==> config.mk <==
export PLATFORM = sky130hd
export DESIGN_NAME = muldiv_unit
export DESIGN_NICKNAME = d
export VERILOG_FILES = /design/src/rtl/muldiv_pkg.sv /design/src/rtl/muldiv_unit.sv
export SDC_FILE = /design/constraint.sdc
export NUM_CORES = 1
export LEC_CHECK = 0
export CORE_MARGIN = 2
export CORE_UTILIZATION = 39
export CTS_BUF_LIST = sky130_fd_sc_hd__clkbuf_8
export CTS_CLUSTER_DIAMETER = 60
export CTS_CLUSTER_SIZE = 24
export DETAILED_ROUTE_END_ITERATION = 16
export MAX_ROUTING_LAYER = met4
export SYNTH_ARGS = -nofsm -noshare
export SYNTH_HDL_FRONTEND = slang
export SYNTH_SLANG_ARGS = --single-unit
==> constraint.sdc <==
create_clock -name clk -period 17.15 [get_ports clk]
set_input_delay 4.2875 -clock clk [delete_from_list [all_inputs] [get_ports clk]]
set_output_delay 4.2875 -clock clk [all_outputs]
set_load 0.01 [all_outputs]
==> src/rtl/muldiv_pkg.sv <==
// Shared encodings for the iterative multiply/divide engine.
// Latency: n/a (types and constants only).
// Backpressure: n/a.
// Contents: op_e (MULT/MULTU/DIV/DIVU as seen on the op port), state_e (engine FSM).
package muldiv_pkg;

  typedef enum logic [1:0] {
    OP_MULT  = 2'b00,
    OP_MULTU = 2'b01,
    OP_DIV   = 2'b10,
    OP_DIVU  = 2'b11
  } op_e;

  typedef enum logic [1:0] {
    S_IDLE,
    S_CALC,
    S_FIX,
    S_DONE
  } state_e;

  // op[1] selects divide, op[0] selects unsigned.
  function automatic logic op_is_div(input op_e op);
    return op[1];
  endfunction

  function automatic logic op_is_signed(input op_e op);
    return ~op[0];
  endfunction

endpackage

==> src/rtl/muldiv_unit.sv <==
// Shared iterative multiply/divide engine producing HI/LO for the CPU datapath.
// Latency: WIDTH+2 cycles start->done; divide-by-zero reports done 1 cycle after start.
// Backpressure: busy high outside IDLE; start while busy is dropped, never queued.
// Ports: clk, reset (async, active-high); start/op/a/b request (sampled in IDLE only);
//        busy, done (1-cycle pulse), div_zero (pulse with done); hi/lo result
//        (hi = upper product / remainder, lo = lower product / quotient).
module muldiv_unit
  import muldiv_pkg::*;
#(
  parameter int WIDTH = 32,
  parameter int CNT_W = $clog2(WIDTH + 1)
) (
  input  logic             clk,
  input  logic             reset,
  input  logic             start,
  input  logic [1:0]       op,
  input  logic [WIDTH-1:0] a,
  input  logic [WIDTH-1:0] b,
  output logic             busy,
  output logic             done,
  output logic             div_zero,
  output logic [WIDTH-1:0] hi,
  output logic [WIDTH-1:0] lo
);

  function automatic logic [WIDTH-1:0] neg_if(input logic [WIDTH-1:0] v, input logic n);
    return n ? -v : v;
  endfunction

  state_e             state_q, state_d;
  logic [CNT_W-1:0]   cnt_q, cnt_d;
  // acc: multiply = {partial product, remaining multiplier bits};
  //      divide   = {partial remainder, dividend bits shifting into quotient}.
  logic [2*WIDTH-1:0] acc_q, acc_d;
  logic [WIDTH-1:0]   opnd_q, opnd_d;   // multiplicand or divisor magnitude
  logic               div_q, div_d;
  logic               neg_lo_q, neg_lo_d; // product / quotient sign
  logic               neg_hi_q, neg_hi_d; // remainder sign (follows dividend)
  logic               dz_q, dz_d;
  logic [WIDTH-1:0]   hi_q, hi_d, lo_q, lo_d;

  logic [WIDTH:0]     add_sum;
  logic [WIDTH:0]     rem_shift;
  logic [WIDTH:0]     rem_diff;
  logic [2*WIDTH-1:0] prod_fix;
  logic               a_neg, b_neg;
  op_e                op_in;

  always_comb begin
    op_in     = op_e'(op);
    a_neg     = op_is_signed(op_in) & a[WIDTH-1];
    b_neg     = op_is_signed(op_in) & b[WIDTH-1];
    add_sum   = {1'b0, acc_q[2*WIDTH-1:WIDTH]} + {1'b0, (acc_q[0] ? opnd_q : '0)};
    rem_shift = {acc_q[2*WIDTH-1:WIDTH], acc_q[WIDTH-1]};
    rem_diff  = rem_shift - {1'b0, opnd_q};
    prod_fix  = neg_lo_q ? -acc_q : acc_q;
  end

  always_comb begin
    state_d  = state_q;
    cnt_d    = cnt_q;
    acc_d    = acc_q;
    opnd_d   = opnd_q;
    div_d    = div_q;
    neg_lo_d = neg_lo_q;
    neg_hi_d = neg_hi_q;
    dz_d     = dz_q;
    hi_d     = hi_q;
    lo_d     = lo_q;

    unique case (state_q)
      S_IDLE: begin
        if (start) begin
          if (op_is_div(op_in) && (b == '0)) begin
            dz_d    = 1'b1;
            state_d = S_DONE;
          end else begin
            dz_d     = 1'b0;
            div_d    = op_is_div(op_in);
            acc_d    = {{WIDTH{1'b0}}, neg_if(a, a_neg)};
            opnd_d   = neg_if(b, b_neg);
            neg_lo_d = a_neg ^ b_neg;
            neg_hi_d = a_neg;
            cnt_d    = CNT_W'(WIDTH);
            state_d  = S_CALC;
          end
        end
      end
      S_CALC: begin
        if (div_q) begin
          // Restoring step: keep the trial subtraction only if it did not borrow.
          if (!rem_diff[WIDTH]) acc_d = {rem_diff[WIDTH-1:0], acc_q[WIDTH-2:0], 1'b1};
          else                  acc_d = {rem_shift[WIDTH-1:0], acc_q[WIDTH-2:0], 1'b0};
        end else begin
          acc_d = {add_sum, acc_q[WIDTH-1:1]};
        end
        cnt_d = cnt_q - CNT_W'(1);
        if (cnt_q == CNT_W'(1)) state_d = S_FIX;
      end
      S_FIX: begin
        if (div_q) begin
          hi_d = neg_if(acc_q[2*WIDTH-1:WIDTH], neg_hi_q);
          lo_d = neg_if(acc_q[WIDTH-1:0], neg_lo_q);
        end else begin
          hi_d = prod_fix[2*WIDTH-1:WIDTH];
          lo_d = prod_fix[WIDTH-1:0];
        end
        state_d = S_DONE;
      end
      S_DONE: begin
        dz_d    = 1'b0;
        state_d = S_IDLE;
      end
      default: state_d = S_IDLE;
    endcase
  end

  always_ff @(posedge clk or posedge reset) begin
    if (reset) begin
      state_q  <= S_IDLE;
      cnt_q    <= '0;
      acc_q    <= '0;
      opnd_q   <= '0;
      div_q    <= 1'b0;
      neg_lo_q <= 1'b0;
      neg_hi_q <= 1'b0;
      dz_q     <= 1'b0;
      hi_q     <= '0;
      lo_q     <= '0;
    end else begin
      state_q  <= state_d;
      cnt_q    <= cnt_d;
      acc_q    <= acc_d;
      opnd_q   <= opnd_d;
      div_q    <= div_d;
      neg_lo_q <= neg_lo_d;
      neg_hi_q <= neg_hi_d;
      dz_q     <= dz_d;
      hi_q     <= hi_d;
      lo_q     <= lo_d;
    end
  end

  assign busy     = (state_q != S_IDLE);
  assign done     = (state_q == S_DONE);
  assign div_zero = (state_q == S_DONE) & dz_q;
  assign hi       = hi_q;
  assign lo       = lo_q;

endmodule

* After elaboration in Yosys (flattened, before gate mapping) *
Index checks and enable logic that the tools add are counted.

storage, ports and cells
  memories = 0
  flip-flop bits (word level) = 172
  logic and storage cells = 64
  latch bits = 0
  bits in read-only memories = 0
  bits in writable memories = 0

cells by class
  magnitude comparators = 0
  $mul = 0
  div/mod/pow operators = 0
  multiplexer cells = 23
  reduce and logical (&&, ||, !) cells = 10
  shift operators = 0
  add/sub/neg operators = 8
  bitwise gates (word level) = 6
  eq/ne operators = 7

operators by type and width
  operator                                                            number
  64-bit two-way mux                                                  5
  32-bit two-way mux                                                  7
  32-bit negator                                                      4
  64-bit case mux with 2 select lines                                 1
  64-bit negator                                                      1
  32-bit by 32-bit adder with 33-bit output                           1
  33-bit by 32-bit subtractor with 33-bit output                      1
  32-bit logical NOT                                                  1
  6-bit two-way mux                                                   2
  6-bit case mux with 2 select lines                                  1
  2-bit case mux with 4 select lines                                  1
  6-bit by 1-bit == test with 1-bit output, second input constant     1
  2-bit two-way mux                                                   3
  2-bit inequality test, second input constant                        3
  3-bit AND reduction                                                 2
  2-bit nonzero test                                                  3
  6-bit by 1-bit subtractor with 6-bit output, second input constant  1
  2-bit == test, second input constant                                2
  2-bit AND reduction                                                 2
  1-bit bitwise AND                                                   3
  2-bit by 1-bit == test with 1-bit output, second input constant     1
  2-bit logical NOT                                                   1
  1-bit two-way mux                                                   2
  1-bit NOT                                                           2
  other kinds (3)                                                     3

* Longest topological paths before layout *
  depth after elaboration = 6
  gate-level depth with buffers = 14

* Worst setup path after synthesis *
No wires, ideal clock.

  kind = input-to-reg
  start = input port b[6]
  end = register acc_q[57]
  stages = 9
  buffers on the path = 1
  library setup time = 126 ps
  data required time = 17024 ps
  slack = 10556 ps
  data arrival time = 6468 ps
  path through = or4_1 nor3_1 nand4_1 o21ai_1 nand2_1 and2_1 clkbuf_1 and3_1 a221o_1

on the way
  word-level cells in the longest chain between the ends = 4

ends and longest elaborated chain
  element                          RTL line            RTL
  start: declaration               muldiv_unit.sv:18   input logic [WIDTH-1:0] b,
  32-bit logical NOT               muldiv_unit.sv:74   if (op_is_div(op_in) && (b == '0)) begin
  1-bit logical AND                muldiv_unit.sv:74
  2-bit inequality test (no line)  n/a
  3-bit AND reduction (no line)    n/a
  end signal: assignment           muldiv_unit.sv:122  acc_q <= '0;
  end signal: assignment           muldiv_unit.sv:133  acc_q <= acc_d;
  end: declaration                 muldiv_unit.sv:34   logic [2*WIDTH-1:0] acc_q, acc_d;

No other way between the ends.
A chain may end at the register's enable or synchronous reset.

* Worst setup path in the final report *
  start = input port b[2]
  end = register acc_q[61]

The elaborated chain is that of the path after synthesis.

==> results.txt <==
----------------------------------------------------
[Yosys]
  Synthesized net count ... 1,800
  Synthesized area per cell ... 8.32 µm²
  Synth Flop Type ... dfrtp_1
  Yosys warns ... 0
  Number of distinct library cells after synthesis ... 81
  Number of synthesized flops with an enable pin ... 0
  Synthesized instance count ... 1,655
  Number of synthesized register bits ... 172
  Post-synthesis cell area ... 13,800 µm²
  Proportion of synthesized chip area in sequential cells ... 31.3%
  Proportion of synthesized flip-flops having asynchronous set or reset ... 100%

[Worst setup path]
  Worst Setup Start Kind ... input port
  Path depth of the worst reg2reg path ... 13
  Slowest-stage cell, CP ... nand2_1
  Critical Path AT ... 8.02 ns
  Critical Path RT ... 17.52 ns
  Number of buffers and inverters on the critical path ... 1
  Critical path's largest stage delay ... 0.62 ns
  Ordered cell list for the critical path ... clkdlybuf4s50_1, or3_1, nor3b_1, nand4_1, o21ai_1, nand2_1, and2_1, nand2_1, nor2_1, a22o_1, a211o_1
  Biggest fanout along the worst timing path ... 22
  Worst setup path category ... input port to register
  Number of gates on the worst path with buffers counted ... 11
  Critical path endpoint category ... register
  Dominant cell type by count on the critical path ... nand2_1
  CP delay by family, top ... simple AND/OR/NAND/NOR gates

[STA]
  Final hold violation count ... 0
  Worst slew margin relative to its limit ... 20.6%
  Worst-Margin Slew ... 1.19 ns
  Summed negative setup slack over all endpoints ... 0 ns
  Skew final ... 0.0253 ns
  Final Slew Violations ... 0
  Setup-violating endpoint count in the final report ... 0
  Maximum frequency from static timing analysis ... 131 MHz
  Final period utilization ... 44.6%
  Final critical-path required period ... 7.65 ns
  Final setup slack of the worst path ... 9.50 ns
  RSZ-0062 raised after global routing ... false

[Run]
  Max cap viols ... 0

[Floorplanning]
  Row count ... 68
  Die X ... 192 µm
  Number of top-level design ports ... 136
  Initial standard-cell utilization of the core ... 39.8%
  Area of the placeable core ... 34,600 µm²
  Floorplan die area ... 36,800 µm²
  Die outline height ... 192 µm

[Power and ir drop]
  Leakage Power ... 6.93 nW
  Power per Cell Area ... 185 nW/µm²
  Total power ... 0.00292 W
  Worst voltage drop across the vdd grid ... 106 µV

[Clock network]
  Buffer depth of the longest clock path ... 2
  # hold bufs at CTS ... 0
  CTS Sinks ... 172
  H-tree level count ... 4
  Clock transition at path regs ... 0.11 ns
  TritonCTS clock tree ... built
  Clock insertion delay at the later pin of the skew report ... 0.49 ns
  Number of resized instances in the post-cts repair step ... 0
  Number of setup buffers added after CTS ... 0
  Number of buffers created by CTS ... 17
  Root buffer cell ... clkbuf_8

[GRT]
  Vias in the first global route ... 11,667
  First-pass GRT wire length ... 63,500 µm
  Grt total ovfl ... 0
  Number of antenna violations at the first check in global routing ... 0
  Maximum number of pins on one net before global-route repair ... 109
  Combined global-route utilization of all metal layers ... 22.3%

[Cells and area]
  Layout Cell Area excl Fill ... 15,800 µm²
  Post-route insts no fill ... 2,204
  Fraction of final layout cells with drive strength greater than 1 ... 6.17%
  Number of inserted filler cells in the final layout ... 3,459
  Layout net count ... 1,881
  Layout Area Growth over Synthesis ... 14.7%
  Antenna fix cells ... 0

[Placement]
  Number of buffers inserted by port buffering ... 135
  Total instance count after detailed placement ... 2,172
  Cell area after placement ... 15,400 µm²
  GP Congestion ... 0.903
  Pre-CTS WS ... 8.98 ns
  DPL Wire Length ... 29,500 µm

[Detailed routing]
  Total wire length after detailed routing ... 39,100 µm
  Wirelength per Cell ... 17.7 µm
  Router iterations before antenna repair ... 6
  DR DRC count ... 0
  Via-per-instance ratio ... 5.57
  Total number of vias ... 12,270
  Number of DRC violations after detailed-routing iteration 0 ... 1,061
  Remaining antenna violation count after routing ... 0

[Worst hold path]
  Hold crit path type ... register to register
  Depth of the worst hold-timing path ... 2

[Status]
  Outcome ... completed

----------------------------------------------------
==> cell families after synthesis <==
kind of cell	synth area share, %
AOI/OAI and AO/OA	21.8
and+or+nand+nor	17.1
xor gates and xnor gates	11.2
muxes	6.60
adders and majority gates	7.01
DFF	31.3
buffers and inverters	5.10
==> cell usage after synthesis (11+ instances only) <==
library cell	n	area, µm²
o21ai_0	175	876
buf_2	11	55.1
nor4_1	12	75.1
and3_1	16	100
clkbuf_1	53	199
o31ai_1	30	225
nor3_1	28	140
a21oi_1	153	766
mux2i_1	56	561
nor2_1	154	578
a21o_1	31	233
nand3_1	27	135
ha_1	74	926
a22oi_1	15	113
mux2_2	31	349
or4_1	11	82.6
nand2b_1	13	81.3
xor2_1	92	806
xnor2_1	82	718
inv_1	72	270
dfrtp_1	172	4300
nor2b_1	11	68.8
and2_1	11	68.8
or3_1	14	87.6
nand2_1	150	563
==> metal layers <==
layer | GRT usage [%] | vias to the layer above | wire, µm
li1 | - | 6063 | -
met1 | 32.8 | 5826 | 19700
met2 | 32.7 | 344 | 17000
met3 | 2.67 | 37 | 1980
met4 | 4.88 | 0 | 454
met5 | - | - | 0
==> registers in the layout (all words and copies together) (netlist names) <==
signal / cells
neg_lo_q: 1
div_q: 1
acc_q: 64
lo: 32
cnt_q: 6
hi: 32
dz_q: 1
neg_hi_q: 1
opnd_q: 32
state_q: 2
==> cell type report <==
cell class                 count  area, µm²  area share (%)
clock inverter                14        170            1.08
inverter                      72        275            1.74
sequential                   172       4310            27.3
timing repair buffer         144       1420            8.99
clock buffer                  18        248            1.57
tap                          455        569            3.61
multi-input combinational   1329       8800            55.8
==> worst reg2reg max path: cells and delay by family (launching register included) <==
kind,cells,cell delay [ns]
AOI/OAI and AO/OA,7,1.91
buffers and inverters,1,0.86
DFF,1,0.54
and+or+nand+nor,4,0.85
adders and majority gates,1,0.40
==> layout by cell type, fill, tap and decap left out, types with 8 or more instances in the layout <==
cell type / count
nor3_1: 28
nand3_1: 27
or3_1: 14
clkbuf_8: 18
mux2_2: 31
a22oi_1: 15
and2_1: 11
nor2b_1: 11
nand2_1: 150
xnor2_1: 82
o41ai_1: 9
or4_1: 11
inv_1: 71
o21a_1: 9
a31oi_1: 8
nand2b_1: 13
nor4_1: 12
o31ai_1: 30
and3_1: 16
o21ai_0: 175
a21oi_1: 153
ha_1: 72
nand4_1: 10
inv_6: 11
dfrtp_1: 171
xor2_1: 92
a21o_1: 31
nor2_1: 154
mux2i_1: 56
o21bai_1: 8
clkdlybuf4s50_1: 135
buf_4: 9
==> stage by stage <==
stage / hold slack [ns] / util, %
2_1_floorplan: 0.450 / -
3_3_place_gp: 0.466 / 44.4
3_5_place_dp: 0.483 / 44.4
4_1_cts: 0.507 / 45.6
5_1_grt: 0.535 / 45.6
6_report: 0.496 / 45.6
==> worst paths after layout <==
check                           start    endpoint  slack [ns]
setup / recovery                 b[2]   acc_q[61]        9.50
hold / removal             opnd_q[27]  opnd_q[27]        0.50
setup reg to reg             acc_q[0]   acc_q[61]       12.49
hold reg to reg            opnd_q[27]  opnd_q[27]        0.50
max in group asynchronous       reset       div_q       11.28
min in group asynchronous       reset      lo[28]        4.42
==> report_power, final <==
part / switching [W] / internal, W / leakage, nW
Sequential: 0.000217 / 0.000589 / 2.08
Combinational: 0.00102 / 0.000767 / 4.63
Clock: 0.000180 / 0.000140 / 0.215
(Power assumes the default switching activity.)
